## src/rtl/regfile_pkg.sv

```systemverilog
// rtl/regfile_pkg.sv - shared types and default sizes for the multi-port register file
package regfile_pkg;

  typedef enum logic {RF_INIT, RF_RUN} rf_state_t;

  localparam int RF_WIDTH = 32;
  localparam int RF_DEPTH = 32;
  localparam int RF_NR    = 2;

endpackage

```

## src/rtl/regfile_init_seq.sv

```systemverilog
// rtl/regfile_init_seq.sv - post-reset walk loading entry k with k; drives ready and wr_drop
module regfile_init_seq
  import regfile_pkg::*;
#(
  parameter  int WIDTH = RF_WIDTH,
  parameter  int DEPTH = RF_DEPTH,
  localparam int AW    = $clog2(DEPTH)
) (
  input  logic             clk,
  input  logic             rst,
  input  logic             we,
  output logic             ready,
  output logic             wr_drop,
  output logic             init_we,
  output logic [AW-1:0]    init_addr,
  output logic [WIDTH-1:0] init_data
);

  localparam logic [AW-1:0] LAST = AW'(DEPTH - 1);

  rf_state_t     state;
  logic [AW-1:0] cnt;

  // cnt parks on LAST once the walk is done so it never wraps back to 0
  always_ff @(posedge clk) begin
    if (rst) begin
      state   <= RF_INIT;
      cnt     <= '0;
      ready   <= 1'b0;
      wr_drop <= 1'b0;
    end else begin
      wr_drop <= 1'b0;
      if (state == RF_INIT) begin
        wr_drop <= we;
        if (cnt == LAST) begin
          state <= RF_RUN;
          ready <= 1'b1;
        end else begin
          cnt <= cnt + AW'(1);
        end
      end
    end
  end

  assign init_we   = (state == RF_INIT) && !rst;
  assign init_addr = cnt;
  assign init_data = WIDTH'(cnt);

endmodule

```

## src/rtl/regfile_mp.sv

```systemverilog
// rtl/regfile_mp.sv - NR-read-port register file with registered reads, write bypass and debug probe
// REGFILE_ZERO_REG_EN: hardwires entry 0 to zero (reads, probe, bypass and writes to address 0)
module regfile_mp
  import regfile_pkg::*;
#(
  parameter  int WIDTH = RF_WIDTH,
  parameter  int DEPTH = RF_DEPTH,
  parameter  int NR    = RF_NR,
  localparam int AW    = $clog2(DEPTH)
) (
  input  logic                clk,
  input  logic                rst,
  input  logic                we,
  input  logic [AW-1:0]       waddr,
  input  logic [WIDTH-1:0]    wdata,
  input  logic [NR*AW-1:0]    raddr,
  output logic [NR*WIDTH-1:0] rdata,
  output logic                ready,
  output logic                wr_drop,
  input  logic [AW-1:0]       probe_addr,
  output logic [WIDTH-1:0]    probe_data
);

  logic [WIDTH-1:0] mem [DEPTH];

  logic             init_we;
  logic [AW-1:0]    init_addr;
  logic [WIDTH-1:0] init_data;
  logic             zero_hit;
  logic             user_we;
  logic             mem_we;
  logic [AW-1:0]    mem_addr;
  logic [WIDTH-1:0] mem_wdata;

  regfile_init_seq #(
    .WIDTH (WIDTH),
    .DEPTH (DEPTH)
  ) u_init_seq (
    .clk       (clk),
    .rst       (rst),
    .we        (we),
    .ready     (ready),
    .wr_drop   (wr_drop),
    .init_we   (init_we),
    .init_addr (init_addr),
    .init_data (init_data)
  );

`ifdef REGFILE_ZERO_REG_EN
  assign zero_hit = (waddr == '0);
`else
  assign zero_hit = 1'b0;
`endif

  // user writes only land in RUN; reset on the same edge discards them
  assign user_we   = we && ready && !rst && !zero_hit;
  assign mem_we    = init_we || user_we;
  assign mem_addr  = init_we ? init_addr : waddr;
  assign mem_wdata = init_we ? init_data : wdata;

  always_ff @(posedge clk) begin
    if (mem_we) begin
      mem[mem_addr] <= mem_wdata;
    end
  end

  function automatic logic [WIDTH-1:0] entry(input logic [AW-1:0] a);
`ifdef REGFILE_ZERO_REG_EN
    if (a == '0) return '0;
`endif
    return mem[a];
  endfunction

  always_ff @(posedge clk) begin
    for (int p = 0; p < NR; p++) begin
      if (rst || !ready) begin
        rdata[p*WIDTH +: WIDTH] <= '0;
      end else if (user_we && (waddr == raddr[p*AW +: AW])) begin
        rdata[p*WIDTH +: WIDTH] <= wdata;
      end else begin
        rdata[p*WIDTH +: WIDTH] <= entry(raddr[p*AW +: AW]);
      end
    end
  end

  assign probe_data = entry(probe_addr);

endmodule

```

## config.mk

```make
export PLATFORM = sky130hd
export DESIGN_NAME = regfile_mp
export DESIGN_NICKNAME = d
export VERILOG_FILES = /design/src/rtl/regfile_pkg.sv /design/src/rtl/regfile_init_seq.sv /design/src/rtl/regfile_mp.sv
export SDC_FILE = /design/constraint.sdc
export NUM_CORES = 2
export LEC_CHECK = 0
export CAP_MARGIN = 20
export CORE_MARGIN = 2
export CORE_UTILIZATION = 55
export DETAILED_ROUTE_END_ITERATION = 12
export HOLD_SLACK_MARGIN = 0.05
export PLACE_DENSITY_LB_ADDON = 0.15
export SYNTH_ARGS = -nofsm -noshare
export SYNTH_HDL_FRONTEND = slang
export SYNTH_SLANG_ARGS = --single-unit
```

## constraint.sdc

```tcl
create_clock -name clk -period 3.1 [get_ports clk]
set_input_delay 0.465 -clock clk [delete_from_list [all_inputs] [get_ports clk]]
set_output_delay 0.465 -clock clk [all_outputs]
set_load 0.01 [all_outputs]
```

# After elaboration in Yosys (flattened, before gate mapping)
# Memory sizes are Yosys's and may differ from the RTL's.
# Cells that the tools add are included.
[word_totals] word_cells=32 ff_bits=72 ramBits=1024 out_inout_bits=98 mem_count=1
[mem_list] name="mem" depth=32 word_bits=32 read_ports=3 rd_ports_with_merged_regs=0 write_ports=1 line="regfile_mp.sv:24" source="logic [WIDTH-1:0] mem [DEPTH];"
[op_classes] addsub=1 bitwise_logic=2 n_mux=8 n_eq_ne=3 reduce_logical=12
[op_table] op="$mux 32" n=3
[op_table] op="$eq 5x5->1" n=2
[op_table] op="$add 5x1->5 const B" n=1
[op_table] op="$eq 5x5->1 const B" n=1
[op_table] op="$logic_and 1x1->1" n=5
[op_table] op="$mux 5" n=1
[op_table] op="$mux 1" n=4
[op_table] op="$reduce_and 2->1" n=2
[op_table] op="$logic_not 1->1" n=2
[op_table] op="$logic_or 1x1->1" n=2
[op_table] op="$not 1->1" n=2
[op_table] op="$reduce_or 2->1" n=1

# Logic depth before layout (Yosys ltp)
[logic_depth] depth_word=5 depth_mapped=9

# Cells and area by module
# Synthesis repeated with hierarchy kept, for this count alone.
[unflattened] cells_unflattened=2992 area_unflattened_um2=57835.5
[by_module_without_submodules] mod="regfile_mp" area_each_um2=57271.2 cells_each=2925 n_inst=1
[by_module_without_submodules] mod="regfile_init_seq" area_each_um2=564.3 cells_each=67 n_inst=1

# Worst setup path before layout
# OpenSTA, ideal clock, no wires.
[synth_path] path_kind="input to register" start="in rst" end="mem mem[12][0] (netlist name), enable pin" arrival_ns=2.845 setup_ns=0.421 setup_slack_ns=-0.166 cell_stages=7 required_time_ns=2.679 path_cell_list="clkbuf_1 -> nor2_1 -> clkbuf_1 -> nand3_1 -> o21ai_0 -> nand2_1 -> nor2_1"
[synth_via] elab_chain_len=5
[synth_rtl] element="start: declaration" line="regfile_mp.sv:12" source="input logic rst,"
[synth_rtl] element="$logic_not 1->1 *" line="regfile_init_seq.sv:45, regfile_mp.sv:56"
[synth_rtl] element="$logic_and 1x1->1, on equally long branches" line="regfile_init_seq.sv:45, regfile_mp.sv:56"
[synth_rtl] element="$logic_or 1x1->1" line="regfile_mp.sv:57" source="assign mem_we = init_we || user_we;"
[synth_rtl] element="$mux 1" line="regfile_mp.sv:62" source="if (mem_we) begin"
[synth_rtl] element="$mux 1 (not written as such)" line="regfile_mp.sv:63" source="mem[mem_addr] <= mem_wdata;"
[synth_rtl] element="end: declaration" line="regfile_mp.sv:24"
# Every way passes the cells marked *; elsewhere a longest branch is shown, timed or not.

==> qor.csv <==
metric;value;unit
Rel. slew slack;24.43;%
most frequent cells in the layout;edfxtp_1 (1024), mux4_2 (794), buf_4 (303);
DRT Pass-1 Iters;5;
Hold WC Path Type;in2reg;
Worst Hold Depth;3;
final non-filler cell total;4888;
sequential fraction of design power;47.6;%
Worst-Skew Late Latency;0.72;ns
status;finished, violations left;
Cell Chain, Critical Path;mux4_2 > mux4_2 > mux2_4 > buf_6;
clock sink count;1096;
failing checks;negative setup slack;
Post-Syn Nets;3062;
leakage;22.52;nW
grt ovf;0;
Final Util;65.67;%
Critical Path Most Common Cell;mux4_2;
Critical Path Source Type;register;
Initial Util;55.44;%
fill cell count;6825;
FF-to-FF End;mem[15][12];
area of the die;0.1071;mm²
area grow syn2layout;18.45;%
placed instance count;4557;
Post-synth ARST share;0;%
RSZ-0062 raised after global routing;true;
worst hold start;raddr[4];
PD cells;506.5;mW/mm²
post-layout minimum cycle time;3.107;ns
height of the die;327.2;µm
worst reg2reg path depth;4;
sequential-to-total area share from yosys stat;56.02;%
setup slack after layout;-0.007442;ns
CP required;2.63;ns
I/O pins;153;
CTS tree;done;
commonest non-fill, non-tap cell in the layout;edfxtp_1;
Post-synth EDFFs;1024;
Most used DFF post-synth;edfxtp_1;
cell-internal power;26.29;mW
total chip power;34.48;mW
H-tree Lvls;3;
Post-Synthesis Mean Instance Area;19.12;µm²
largest net degree at the start of global routing;64;
IO Port Bufs;152;
synth unique cells;40;
fmax;321.8;MHz
number of DRC markers in iteration 0;6636;
vias in the first global route;38073;
drt wl/cell;41.27;µm
first-pass GRT wire length;283500;µm
Final ANT Viol Nets;0;
Peak VDD IR;0.0004848;V
critical path arrival;2.64;ns
Die W;327.2;µm
clk_skew;0.01884;ns
worst hold endpoint;rdata[4];
Tcrit/Tclk final;100.2;%
hold_ws;0.3190;ns
Sw Ratio;23.75;%
GRT Overall Usage;38.02;%
Final Hold Vio Count;0;
worst slew pin tran;1.134;ns
Site Rows;118;
clock root buffer;clkbuf_16;
GP Congestion;0.9247;
critical-path maximum fanout;3;
element type at the critical path end;output pin;
CP peak stage delay;0.49;ns
DP Wirelength;123200;µm
Comb power frac;11.4;%
slowest CP cell;mux4_2;
P_sw;8.189;mW
max-slew violations;0;
vias per inst;7.820;
TNS Setup;-0.007442;ns
Nets;3456;
Synth Cell Area;0.05747;mm²
TritonCTS buffer count;115;
total DRC errors in the routed layout;0;
critical path class;reg2out;
reg-to-reg startpoint;u_init_seq.state;
Clock Tree Buf Depth;3;
Buf+Inv Stages, Crit Path;1;
r2r setup slk;0.42;ns
Worst-path clk slew;0.06;ns
Post-Route WL;201700;µm
core outline area;0.1036;mm²
share of layout cells above drive strength 1;43.66;%
cells after synthesis;3005;
Synth Warn #;0;
CP top delay family;multiplexers;
antenna violations before repair;5;
clock group share of total power;41.0;%
Max Cap Violations;0;
final number of setup-violating endpoints;1;
#FFs+latches synth;1096;
via count;38222;
[cell type report]
class / count / area (µm²) / area share, %
Tap cell: 1380 / 1727 / 2.537
Multi-Input combinational cell: 1620 / 24340 / 35.76
Sequential cell: 1096 / 32190 / 47.29
Inverter: 2 / 7.507 / 0.01103
Clock inverter: 67 / 653.1 / 0.9595
Clock buffer: 153 / 3203 / 4.706
Antenna cell: 6 / 15.01 / 0.02206
Timing Repair Buffer: 564 / 5931 / 8.713
[repair_timing]
action / 4_1_cts / 5_1_grt
resized for setup: 147 / 9
endpoints found under the hold margin: 0 / 0
pin swaps: 0 / 0
endpoints found under the setup margin: 32 / 9
hold buffers: 0 / 0
setup buffers: 95 / 9
[power by group through the flow]
stage | combinational [mW] | clock (mW) | sequential, mW
detailed placement | 3.82 | 0 | 16.7
floorplan | 2.35 | 0 | 16.7
global placement | 3.76 | 0 | 16.7
global route | 4.04 | 14.8 | 16.4
finish | 3.91 | 14.2 | 16.4
CTS | 3.83 | 14.2 | 16.4
[sequential cells by signal, indices dropped and copies added, names as in the netlist]
| signal | flops |
|---|---|
| mem | 1024 |
| rdata | 64 |
| u_init_seq.init_addr | 5 |
| u_init_seq.ready | 1 |
| u_init_seq.state | 1 |
| u_init_seq.wr_drop | 1 |
[worst max path at each step]
stage	start	end	slack [ns]	cells past startpoint
after global routing	mem[29][8]	probe_data[8]	-0.03	4
after floorplan	rst	mem[12][0]	-0.17	7
after CTS	mem[31][28]	probe_data[28]	-0.01	4
after global placement	probe_addr[0]	probe_data[22]	-0.27	7
final	mem[17][8]	probe_data[8]	-0.007	4
after detailed placement	probe_addr[0]	probe_data[27]	-0.27	7
[worst reg2reg max path, stage by stage, from the launching register on]
cell and delay, ns:
dfxtp_1 0.41, or2_2 0.27, buf_4 0.46, buf_4 0.33, and2_1 0.84
[through the flow]
stage | area (µm²) | worst slack [ns]
after global placement | 63420 | -0.2715
after CTS | 67950 | -0.01035
after floorplan | 57490 | -0.1662
final | 68070 | -0.007442
after detailed placement | 63420 | -0.2713
after global routing | 68060 | -0.02813
[kinds of logic (layout without fill, tap and decap cells)]
family	count (synthesis)	in the layout	synth area share [%]
flip-flops	1096	1096	56.02
multiplexers	949	949	33.89
AO/OA/AOI/OAI	393	393	5.178
buffers and inverters	289	786	2.356
AND/OR/NAND/NOR	263	263	2.319
XOR/XNOR	13	13	0.1981
adder cells (fa/ha/maj)	2	2	0.04354
other	0	6	0
[layer usage]
layer,up-vias,routed length [µm],global-route usage [%]
li1,14138,-,-
met1,20059,69730,52.22
met2,3373,91320,56.76
met3,646,29330,11.05
met4,6,11260,18.10
met5,-,82,0
[Yosys cell counts, types with 10 or more instances]
cell | instances | area [µm²]
and2_1 | 33 | 206.5
edfxtp_1 | 1024 | 30750
a221o_1 | 47 | 470.5
buf_4 | 33 | 247.7
mux2i_1 | 123 | 1231
mux2_2 | 32 | 360.4
mux4_2 | 794 | 17880
buf_1 | 28 | 105.1
nand2b_1 | 12 | 75.07
nor2_1 | 53 | 198.9
a211oi_1 | 90 | 675.7
a221oi_1 | 31 | 271.5
buf_2 | 68 | 340.3
a211o_1 | 24 | 210.2
nand2_1 | 69 | 259.0
clkbuf_1 | 150 | 563.0
o21ai_0 | 10 | 50.05
a22oi_1 | 127 | 953.4
nor2b_1 | 52 | 325.3
dfxtp_1 | 72 | 1441
nor3_1 | 25 | 125.1
xor2_1 | 12 | 105.1
a21oi_1 | 55 | 275.3
Power figures use the tool's default switching activity.
